`config.mk`:
```
export PLATFORM = sky130hd
export DESIGN_NAME = fetch_unit
export DESIGN_NICKNAME = d
export VERILOG_FILES = /design/src/rtl/fetch_unit.sv
export SDC_FILE = /design/constraint.sdc
export NUM_CORES = 1
export LEC_CHECK = 0
export BUFFER_PORTS_ARGS = -buffer_cell sky130_fd_sc_hd__buf_4
export CORE_MARGIN = 1
export CORE_UTILIZATION = 40
export CTS_BUF_LIST = sky130_fd_sc_hd__clkbuf_16
export CTS_CLUSTER_SIZE = 28
export DETAILED_ROUTE_END_ITERATION = 8
export SLEW_MARGIN = 25
export SYNTH_ARGS = -nofsm -noshare
export SYNTH_HDL_FRONTEND = slang
export SYNTH_SLANG_ARGS = --single-unit
```
`constraint.sdc`:
```
create_clock -name clk -period 2.4 [get_ports clk]
set_input_delay 0.12 -clock clk [delete_from_list [all_inputs] [get_ports clk]]
set_output_delay 0.12 -clock clk [all_outputs]
set_load 0.01 [all_outputs]
```
`src/rtl/fetch_unit.sv`:
```
// Instruction-fetch datapath: program counter, one-entry prefetch buffer and
// instruction register, fed from instruction memory over a req/ack handshake.
module fetch_unit #(
    parameter int PC_W    = 8,
    parameter int INSTR_W = 12,
    parameter int OPC_W   = 4
) (
    input  logic               clk,
    input  logic               CLB,
    input  logic               LoadIR,
    input  logic               IncPC,
    input  logic               LoadPC,
    input  logic               SelPC,
    input  logic [PC_W-1:0]    RegVal,
    output logic               mem_req,
    output logic [PC_W-1:0]    mem_addr,
    input  logic               mem_ack,
    input  logic [INSTR_W-1:0] mem_data,
    output logic [OPC_W-1:0]   Opcode,
    output logic [7:0]         Imm,
    output logic [PC_W-1:0]    PC,
    output logic               IRValid,
    output logic               Stall,
    output logic               Halted
);

    typedef enum logic [1:0] {
        FETCH = 2'd0,
        WAIT  = 2'd1,
        FULL  = 2'd2,
        HALT  = 2'd3
    } state_t;

    state_t             state_r, state_s;
    logic [PC_W-1:0]    pc_r, pc_s;
    logic [PC_W-1:0]    tag_r, tag_s;
    logic [INSTR_W-1:0] buf_r, buf_s;
    logic [INSTR_W-1:0] ir_r, ir_s;
    logic               ir_valid_r, ir_valid_s;
    logic               stall_r, stall_s;
    logic               halted_r, halted_s;
    logic               active_s;
    logic               pc_change_s;

    // Next-state, PC update and IR load; HALT freezes everything but reset.
    always_comb begin
        state_s     = state_r;
        pc_s        = pc_r;
        tag_s       = tag_r;
        buf_s       = buf_r;
        ir_s        = ir_r;
        ir_valid_s  = ir_valid_r;
        stall_s     = 1'b0;
        halted_s    = halted_r;
        active_s    = (state_r != HALT);
        pc_change_s = active_s & (LoadPC | IncPC);

        // LoadPC reads the IR as it stands, before any same-cycle LoadIR.
        if (active_s && LoadPC) begin
            pc_s = SelPC ? RegVal : ir_r[PC_W-1:0];
        end else if (active_s && IncPC) begin
            pc_s = pc_r + PC_W'(1);
        end else begin
            pc_s = pc_r;
        end

        case (state_r)
            FETCH: begin
                tag_s = pc_r;
                if (mem_ack) begin
                    buf_s   = mem_data;
                    state_s = pc_change_s ? FETCH : FULL;
                end else begin
                    state_s = WAIT;
                end
            end
            WAIT: begin
                if (mem_ack) begin
                    buf_s   = mem_data;
                    state_s = ((tag_r == pc_r) && !pc_change_s) ? FULL : FETCH;
                end else begin
                    state_s = WAIT;
                end
            end
            FULL: begin
                state_s = pc_change_s ? FETCH : FULL;
            end
            HALT: begin
                state_s = HALT;
            end
            default: begin
                state_s = FETCH;
            end
        endcase

        // The buffer is only valid in FULL, so a halt never leaves a request in flight.
        if (active_s && LoadIR) begin
            if (state_r == FULL) begin
                ir_s       = buf_r;
                ir_valid_s = 1'b1;
                if (buf_r[INSTR_W-1 -: OPC_W] == {OPC_W{1'b1}}) begin
                    state_s  = HALT;
                    halted_s = 1'b1;
                end else begin
                    halted_s = halted_r;
                end
            end else begin
                ir_s       = {INSTR_W{1'b0}};
                ir_valid_s = 1'b0;
                stall_s    = 1'b1;
            end
        end else begin
            stall_s = 1'b0;
        end
    end

    // State register with synchronous reset.
    always_ff @(posedge clk) begin
        if (CLB) begin
            state_r    <= FETCH;
            pc_r       <= {PC_W{1'b0}};
            tag_r      <= {PC_W{1'b0}};
            buf_r      <= {INSTR_W{1'b0}};
            ir_r       <= {INSTR_W{1'b0}};
            ir_valid_r <= 1'b0;
            stall_r    <= 1'b0;
            halted_r   <= 1'b0;
        end else begin
            state_r    <= state_s;
            pc_r       <= pc_s;
            tag_r      <= tag_s;
            buf_r      <= buf_s;
            ir_r       <= ir_s;
            ir_valid_r <= ir_valid_s;
            stall_r    <= stall_s;
            halted_r   <= halted_s;
        end
    end

    // Request is masked while reset is held so nothing is issued during reset.
    assign mem_req  = ~CLB & ((state_r == FETCH) | (state_r == WAIT));
    assign mem_addr = (state_r == WAIT) ? tag_r : pc_r;
    assign Opcode   = ir_r[INSTR_W-1 -: OPC_W];
    assign Imm      = ir_r[7:0];
    assign PC       = pc_r;
    assign IRValid  = ir_valid_r;
    assign Stall    = stall_r;
    assign Halted   = halted_r;

endmodule

```
==> results of run 1 <==
==> layout by cell type (no fill, tap or decap) <==
cell / instances
buf_4: 58
dfxtp_1: 45
nand2_1: 37
a21oi_1: 23
a211oi_1: 16
nor2_1: 15
xor2_1: 14
a22oi_1: 12
o21ai_0: 9
mux2_2: 8
nor2b_1: 8
clkbuf_16: 5
nand3_1: 4
and3_1: 3
inv_1: 2
and2b_1: 2
nor4_1: 2
and2_1: 2
nand4_1: 2
bufinv_16: 2
nor2_2: 1
a21boi_4: 1
mux2i_1: 1
xnor2_1: 1
nand2b_1: 1
a21boi_1: 1
a311oi_1: 1
and4_1: 1
nor3_1: 1
a21o_1: 1
ha_1: 1
clkinv_2: 1
==> worst max-delay path, stage by stage (launching register included) <==
cell and delay [ns]:
dfxtp_1 0.58, inv_1 0.17, nor2_2 0.39, mux2_2 0.40, buf_4 0.14
==> sequential cells by signal, summed over array words and instances, names as in the netlist <==
register and count:
Halted 1, IRValid 1, PC 8, Stall 1
buf_r 12, ir_r 12, state_r 2, tag_r 8
==> power by group through the flow <==
| stage | sequential [W] | combinational (W) | clock (W) |
|---|---|---|---|
| finish | 0.000821 | 0.000211 | 0.000865 |
| global route | 0.000826 | 0.000235 | 0.000913 |
| CTS | 0.000820 | 0.000213 | 0.000888 |
| detailed placement | 0.000837 | 0.000212 | 0 |
| global placement | 0.000838 | 0.000212 | 0 |
| floorplan | 0.000825 | 0.000132 | 0 |
==> metal layers <==
metal / part of all wire (%) / wire length [um] / GRT usage, %
met1: 50 / 2270 / 24.8
met2: 46 / 2090 / 28.8
met3: 3.2 / 146 / 3.31
met4: 0.92 / 42 / 6.54
met5: 0 / 0 / 0
==> cell families (layout without fill, tap and decap cells) <==
logic type	after synthesis	after routing	share of synthesized area [%]
mux	9	9	4.98
compound gates	64	64	20.5
simple gates	79	79	18.0
fa+ha+maj	1	1	0.622
flops	45	45	44.8
xor+xnor	15	15	6.53
buf+inv	18	68	4.48
==> worst paths after layout <==
kind	startpoint	cells past startpoint	slack, ns	to
max	state_r[0]	4	0.31	mem_addr[3]
min	LoadIR	2	0.08	Stall
max reg2reg	state_r[1]	3	0.58	state_r[1]
min reg2reg	buf_r[2]	2	0.45	buf_r[2]
==> final cells by class <==
cell class | instances | area share [%]
Clock buffer | 5 | 4.74
Timing Repair Buffer | 58 | 16.5
Clock inverter | 3 | 2.47
Sequential cell | 45 | 34.2
Tap cell | 67 | 3.18
Multi-Input combinational cell | 168 | 38.7
Inverter | 2 | 0.285
==> through the flow <==
step	total power, W	hold slack (ns)	instance area, um^2
detailed placement	0.00105	0.367	2450
global placement	0.00105	0.361	2450
floorplan	0.000957	0.242	2010
finish	0.00190	0.0818	2640
global route	0.00197	0.0860	2640
CTS	0.00192	0.0751	2640
==> results.md, run 1 <==
- Placed cells: 340
- Reg clk slew, reported paths: 0.06 ns
- Sw frac: 21.9%
- Vias in the first global route: 1532
- Final WS setup: 0.311 ns
- Initial DRT Pass Iterations: 5
- Dominant synthesized flop cell: dfxtp_1
- Distinct cells, synth: 32
- Global-route wire length before repair: 7380 um
- DP HPWL: 3160 um
- Number of synthesized flops with an enable pin: 0
- Wirelength, routed: ~4500 um
- Syn Area/Cell: 8.70 um^2
- FMAX: 0.479 GHz
- Initial Utilization: 42.0%
- Final TNS setup: 0 ns
- Setup repair bufs after CTS: 0
- Worst slack, placed: between 0.6 and 0.7 ns
- Area growth syn-to-layout: 31.2%
- Critical Setup Path Class: flop to primary output
- Syn_nets: around 260
- Netlist Area Pre-Place: about 2000 um^2
- # setup viols final: 0
- Post-Layout Cell Count: 348
- Cts-stage hold buffer count: 0
- Status: completed
- Post-synthesis sequential area ratio: 44.8%
- Cts repair resizes: 0
- GPL Wtd Cong: 0.770
- Worst EP required: 2.28 ns
- Static leakage: 1.12 nW
- Global Route Usage Sum: 18.2%
- Synth area leader: dfxtp_1
- Top cells by count, synth: dfxtp_1 (45), nand2_1 (37), a21oi_1 (23)
- Peak VDD IR: 0.389 mV
- Pint: approximately 0.0015 W
- Share of the synthesized area in the top cell type: between 40% and 50%
- H-Tree Level Count: 2
- Register bit count reported by yosys: 45
- DR iter-0 viols: 62
- Final min period: 2.09 ns
- Die Span X: 72.9 um
- Worst Tran Pin Value: just over 0.6 ns
- Fin. Hold Viols: 0
- Final core occ: approximately 55%
- Period utilization: 87.0%
- Multi-input logic area: 1020 um^2
- Fillers: between 400 and 500
- Crit. End Element: primary output
- Die area: 5310 um^2
- IO Port Bufs: 58
- Vias per cell: around 5
- Worst relative slew slack: 59.1%
- Worst Setup Start Kind: flop
- Pwr Density: 719 nW/um^2
- Crit-path max FO: 13
- Die H: 72.9 um
- Final Max Slew Viols: 0
- Total CTS buffers: 5
- HP Class: primary input to flop
- Largest net degree at the start of global routing: 46
- Antenna diodes: 0
- # IOs: 59
- Total number of vias: 1729
- Share of power burned in registers: between 40% and 50%
- Clk_lat worst skew: 0.28 ns
- Synth warn: 0
- Clock share of power: between 40% and 50%
- Worst Path Arrival: 1.97 ns
- Clock root buffer: clkbuf_16
- CTS sink cnt: 45
- Cell Rows: 25
- FF/Latch Area: about 900 um^2
- Max clock buf depth: 2
- Initial antenna violation count: 0
- Logic pwr share: between 10% and 20%
- FFs w/ async S/R, synth: 0%
- Post-DRT Antenna Nets: 0
- Unrepaired setup endpoints after global routing: no
- Drt wl/cell: 13.1 um
- DRC: 0
- Final nets: 308
- Max_cap viols: 0
- Synth top area cells: dfxtp_1 (45%), nand2_1 (6.9%), xor2_1 (6.1%)
- Core region area: ~4800 um^2
- Share of cells above drive strength 1: 27.0%
- Cells after Synth: roughly 230
- GRT Residual Overflow: 0
- Most common cell in the netlist: dfxtp_1
- Clock Skews: between 0.005 and 0.006 ns
- CTS tree: built
- P_sw: 0.000416 W
Note: power is estimated with default switching activity, not from simulation.
==> inputs of run 2 (changes only) <==
clock period = 2.2 ns   (was 2.4 ns; I/O delays follow)
==> run 2 against run 1 <==
Power up 9.0%. Register-to-register slack got worse by 0.07 ns. Sequential power is 9.1% higher. Clock-buffer cell count unchanged. Setup slack worse by 0.17 ns. First-iteration DRC count grew 60%. Sequential share of layout area fell by 0.097 points. Core utilization rose by 0.16 points. Cell count rose by 0.29%.
==> results.md, run 2 (synthesis gave the netlist of run 1 again) <==
- Antenna diodes: 0
- Worst Setup Start Kind: flop
- Cts repair resizes: 0
- Worst Path Arrival: 1.95 ns
- Worst Tran Pin Value: between 0.5 and 0.6 ns
- Crit-path cells: inv_1 -> nor2_2 -> mux2_2 -> buf_4
- Logic pwr share: roughly 11%
- GRT Residual Overflow: 0
- Fin area: 2650 um^2
- Biggest regs: buf_r: 12 flops, ir_r: 12 flops
- Vias in the first global route: 1525
- Drt wl/cell: between 10 and 15 um
- Crit-path max FO: 13
- Commonest non-fill, non-tap cell in the layout: buf_4
- Worst EP required: about 2.1 ns
- FMAX: 0.485 GHz
- Fin. Hold Viols: 0
- Placed Area: 2450 um^2
- Final TNS setup: 0 ns
- Setup repair bufs after CTS: 0
- Vias per cell: 4.96
- Unrepaired setup endpoints after global routing: no
- Critical Setup Path Class: flop to primary output
- Clock share of power: 45.5%
- Period utilization: 93.7%
- Final nets: 309
- GPL Wtd Cong: 0.735
- Clock Skews: between 0.002 and 0.003 ns
- CTS sink cnt: 45
- Cts-stage hold buffer count: 0
- Placed cells: 341
- Buf+Inv Stages, Crit Path: 2
- H-Tree Level Count: 2
- Static leakage: 1.13 nW
- Pwr Density: 782 nW/um^2
- DRC: 0
- Largest net degree at the start of global routing: between 40 and 50
- Final core occ: a little under three fifths
- Status: completed
- Sw frac: 21.8%
- Worst path max stage delay: 0.57 ns
- Die Span X: 72.9 um
- Crit. End Element: primary output
- Reg clk slew, reported paths: roughly 0.060 ns
- Share of cells above drive strength 1: approximately 27%
- Initial Utilization: between 40% and 50%
- Hold WS: 0.0672 ns
- Total CTS buffers: 5
- Final min period: just over 2 ns
- Cell Rows: 25
- Post-Layout Cell Count: between 300 and 400
- CTS tree: built
- # IOs: 59
- P_sw: 0.000451 W
- DP HPWL: 3250 um
- Initial DRT Pass Iterations: 4
- Share of power burned in registers: 43.3%
- Peak VDD IR: around 0.38 mV
- Slowest stage cell on the critical path: dfxtp_1
- Global-route wire length before repair: 7640 um
- # setup viols final: 0
- Wirelength, routed: around 4700 um
- Die H: 72.9 um
- Final Max Slew Viols: 0
- Max_cap viols: 0
- Max clock buf depth: 2
- Global Route Usage Sum: 19.2%
- Total number of vias: 1732
- Die area: 5310 um^2
- Worst relative slew slack: 62.2%
- Post-DRT Antenna Nets: 0
- Clk_lat worst skew: 0.28 ns
- HP Class: primary input to flop
- Clock root buffer: clkbuf_16
- Core region area: ~4800 um^2
- IO Port Bufs: 58
- Commonest non-fill, non-tap cells in the layout: buf_4 (59), dfxtp_1 (45), nand2_1 (37)
- Initial antenna violation count: 0
- DR iter-0 viols: 99
- CP top delay family: flip-flops
- Pint: 0.00162 W
- Area growth syn-to-layout: 31.5%
## run 2: final timing paths
check / startpoint / endpoint / slack [ns] / depth (start not counted)
worst max-delay path: state_r[0] / mem_addr[3] / 0.14 / 4
worst max register to register: state_r[1] / state_r[1] / 0.51 / 3
worst min-delay path: LoadIR / Stall / 0.07 / 2
worst min register to register: buf_r[7] / buf_r[7] / 0.46 / 2
## run 2: final cells by class
cell class	instances	area [um^2]
clock buffers	5	125
clock inverters	3	65.1
fillers	475	2140
inverters	2	7.51
multi-input cells	168	1020
flip-flops and latches	45	901
well taps	67	83.8
repair buffers	59	443
## run 2: power by group through the flow
stage                     sequential, W  clock (W)  combinational (W)
final                          0.000896   0.000942           0.000230
after global routing           0.000902    0.00100           0.000256
after CTS                      0.000896   0.000965           0.000234
after detailed placement       0.000914          0           0.000232
after global placement         0.000915          0           0.000231
after floorplan                0.000900          0           0.000143
## run 2: through the flow
stage | total power, W | worst slack [ns]
after floorplan | 0.00104 | 0.923
after global placement | 0.00115 | 0.513
after detailed placement | 0.00115 | 0.444
after CTS | 0.00209 | 0.127
after global routing | 0.00216 | 0.00228
final | 0.00207 | 0.138
## run 2: routing by layer
metal	part of all wire (%)	vias to the layer above	global-route usage [%]
met5	0	-	0
met3	4.2	2	5.25
met2	47	40	29.5
li1	-	910	-
met1	48	780	26.1
met4	0.67	0	6.54
==> inputs of run 3 (changes only) <==
clock period = 1.9 ns   (was 2.2 ns; I/O delays follow)
==> run 3 against run 2 <==
Largest cell class unchanged. First-iteration DRC count increased by 3.0%. Die area is the same. Sequential share of layout area up 0.19 points. Power grew 8.7%. Clock power about the same. Global-route usage fell by 0.24 points. Setup slack improved by 0.053 ns. Sequential power grew 15%. Critical path depth decreased by 1.
==> results.md, run 3 (synthesis gave the netlist of run 1 again) <==
- # IOs: 59
- HP Class: primary input to flop
- Final TNS setup: 0 ns
- Clock root buffer: clkbuf_16
- Die H: 72.9 um
- Wirelength, routed: 4700 um
- GPL Wtd Cong: 0.758
- Static leakage: between 1 and 1.5 nW
- Critical Setup Path Class: flop to primary output
- Die area: 5310 um^2
- CTS sink cnt: 45
- IO Port Bufs: 58
- Crit. End Element: primary output
- GRT Residual Overflow: 0
- DRC: 0
- Initial DRT Pass Iterations: 4
- Post-Layout Cell Count: 350
- Multi-input logic area: 1020 um^2
- Cts-stage hold buffer count: 0
- Pwr Density: around 850 nW/um^2
- Share of cells above drive strength 1: 26.9%
- Placed cells: 342
- Worst reg2reg path depth: 4
- Commonest non-fill, non-tap cell in the layout: buf_4
- H-Tree Level Count: 2
- Initial Utilization: between 40% and 50%
- FMAX: 0.585 GHz
- Initial antenna violation count: 0
- Area growth syn-to-layout: 30.8%
- Cells on Worst Hold Path: 2
- Reg clk slew, reported paths: about 0.060 ns
- Total CTS buffers: 5
- Worst slack, placed: 0.277 ns
- Cell Rows: 25
- Total number of vias: 1750
- Final min period: 1.71 ns
- Vias in the first global route: 1597
- Clock Skews: 0.00414 ns
- Worst Tran Pin Value: ~0.61 ns
- Crit-path max FO: 19
- Final nets: 310
- Fillers: approximately 480
- Peak VDD IR: 0.474 mV
- FF/Latch Area: 901 um^2
- Setup repair bufs after CTS: 0
- Final WS setup: 0.191 ns
- Largest net degree at the start of global routing: 46
- Cts repair resizes: 0
- Worst Path Arrival: 1.61 ns
- Die Span X: about 73 um
- Max clock buf depth: 2
- Unrepaired setup endpoints after global routing: no
- Commonest non-fill, non-tap cells in the layout: buf_4 (60), dfxtp_1 (45), nand2_1 (37)
- Final core occ: 55.0%
- Drt wl/cell: 13.4 um
- Post-DRT Antenna Nets: 0
- Worst relative slew slack: 59.0%
- Global Route Usage Sum: between 10% and 20%
- Final Max Slew Viols: 0
- Period utilization: around nine tenths
- Worst Setup Start Kind: flop
- Antenna diodes: 0
- DR iter-0 viols: 102
- Global-route wire length before repair: roughly 7700 um
- Max_cap viols: 0
- Core region area: 4790 um^2
- Biggest regs: buf_r: 12 flops, ir_r: 12 flops
- Final Power: 0.00225 W
- Fin. Hold Viols: 0
- Status: completed
- Clk_lat worst skew: 0.28 ns
- Vias per cell: 5.00
- CTS tree: built
- DP HPWL: 3260 um
- # setup viols final: 0
- Worst EP required: 1.80 ns
## run 3: cell types whose count changed in the layout (fill, tap and decap cells not counted)
cell,delta
buf_4,+1
bufinv_16,-1
clkinv_1,+1
clkinv_2,-1
inv_1,+1
nor2_2,-1
nor2_4,+1
## run 3: worst paths after layout
check / to / start / slack (ns)
worst max register to register: PC[5] / state_r[1] / 0.25
worst min register to register: buf_r[5] / buf_r[5] / 0.45
worst max-delay path: mem_addr[2] / state_r[1] / 0.19
worst min-delay path: Stall / LoadIR / 0.06
## run 3: power by group
part	switching [W]	internal (W)
registers	0.0000478	0.000985
clock network	0.000330	0.000610
logic	0.000137	0.000139
total	0.000514	0.00173
## run 3: through the flow
step	hold WS, ns	cell area, um^2
3_3_place_gp	0.342	2460
6_report	0.0568	2630
4_1_cts	0.0550	2630
3_5_place_dp	0.343	2460
2_1_floorplan	0.217	2010
5_1_grt	0.0584	2630
## run 3: per-layer routing
metal,track usage (%),wire length (um),vias up
met1,24.7,2200,782
met3,4.83,226,8
met4,6.75,82,0
met5,0,0,-
met2,30.5,2190,50
li1,-,-,910
## run 3: layout make-up
cell class              instances  share of cell area (%)
inverters                       2                   0.285
clock inverters                 3                    1.43
flip-flops and latches         45                    34.3
well taps                      67                    3.19
clock buffers                   5                    4.76
repair buffers                 60                    17.1
multi-input cells             168                    39.0
## run 3: worst max-delay path, cell delays in order (launching register included)
cell	delay (ns)
dfxtp_1	0.50
nor2_4	0.33
mux2_2	0.37
buf_4	0.14
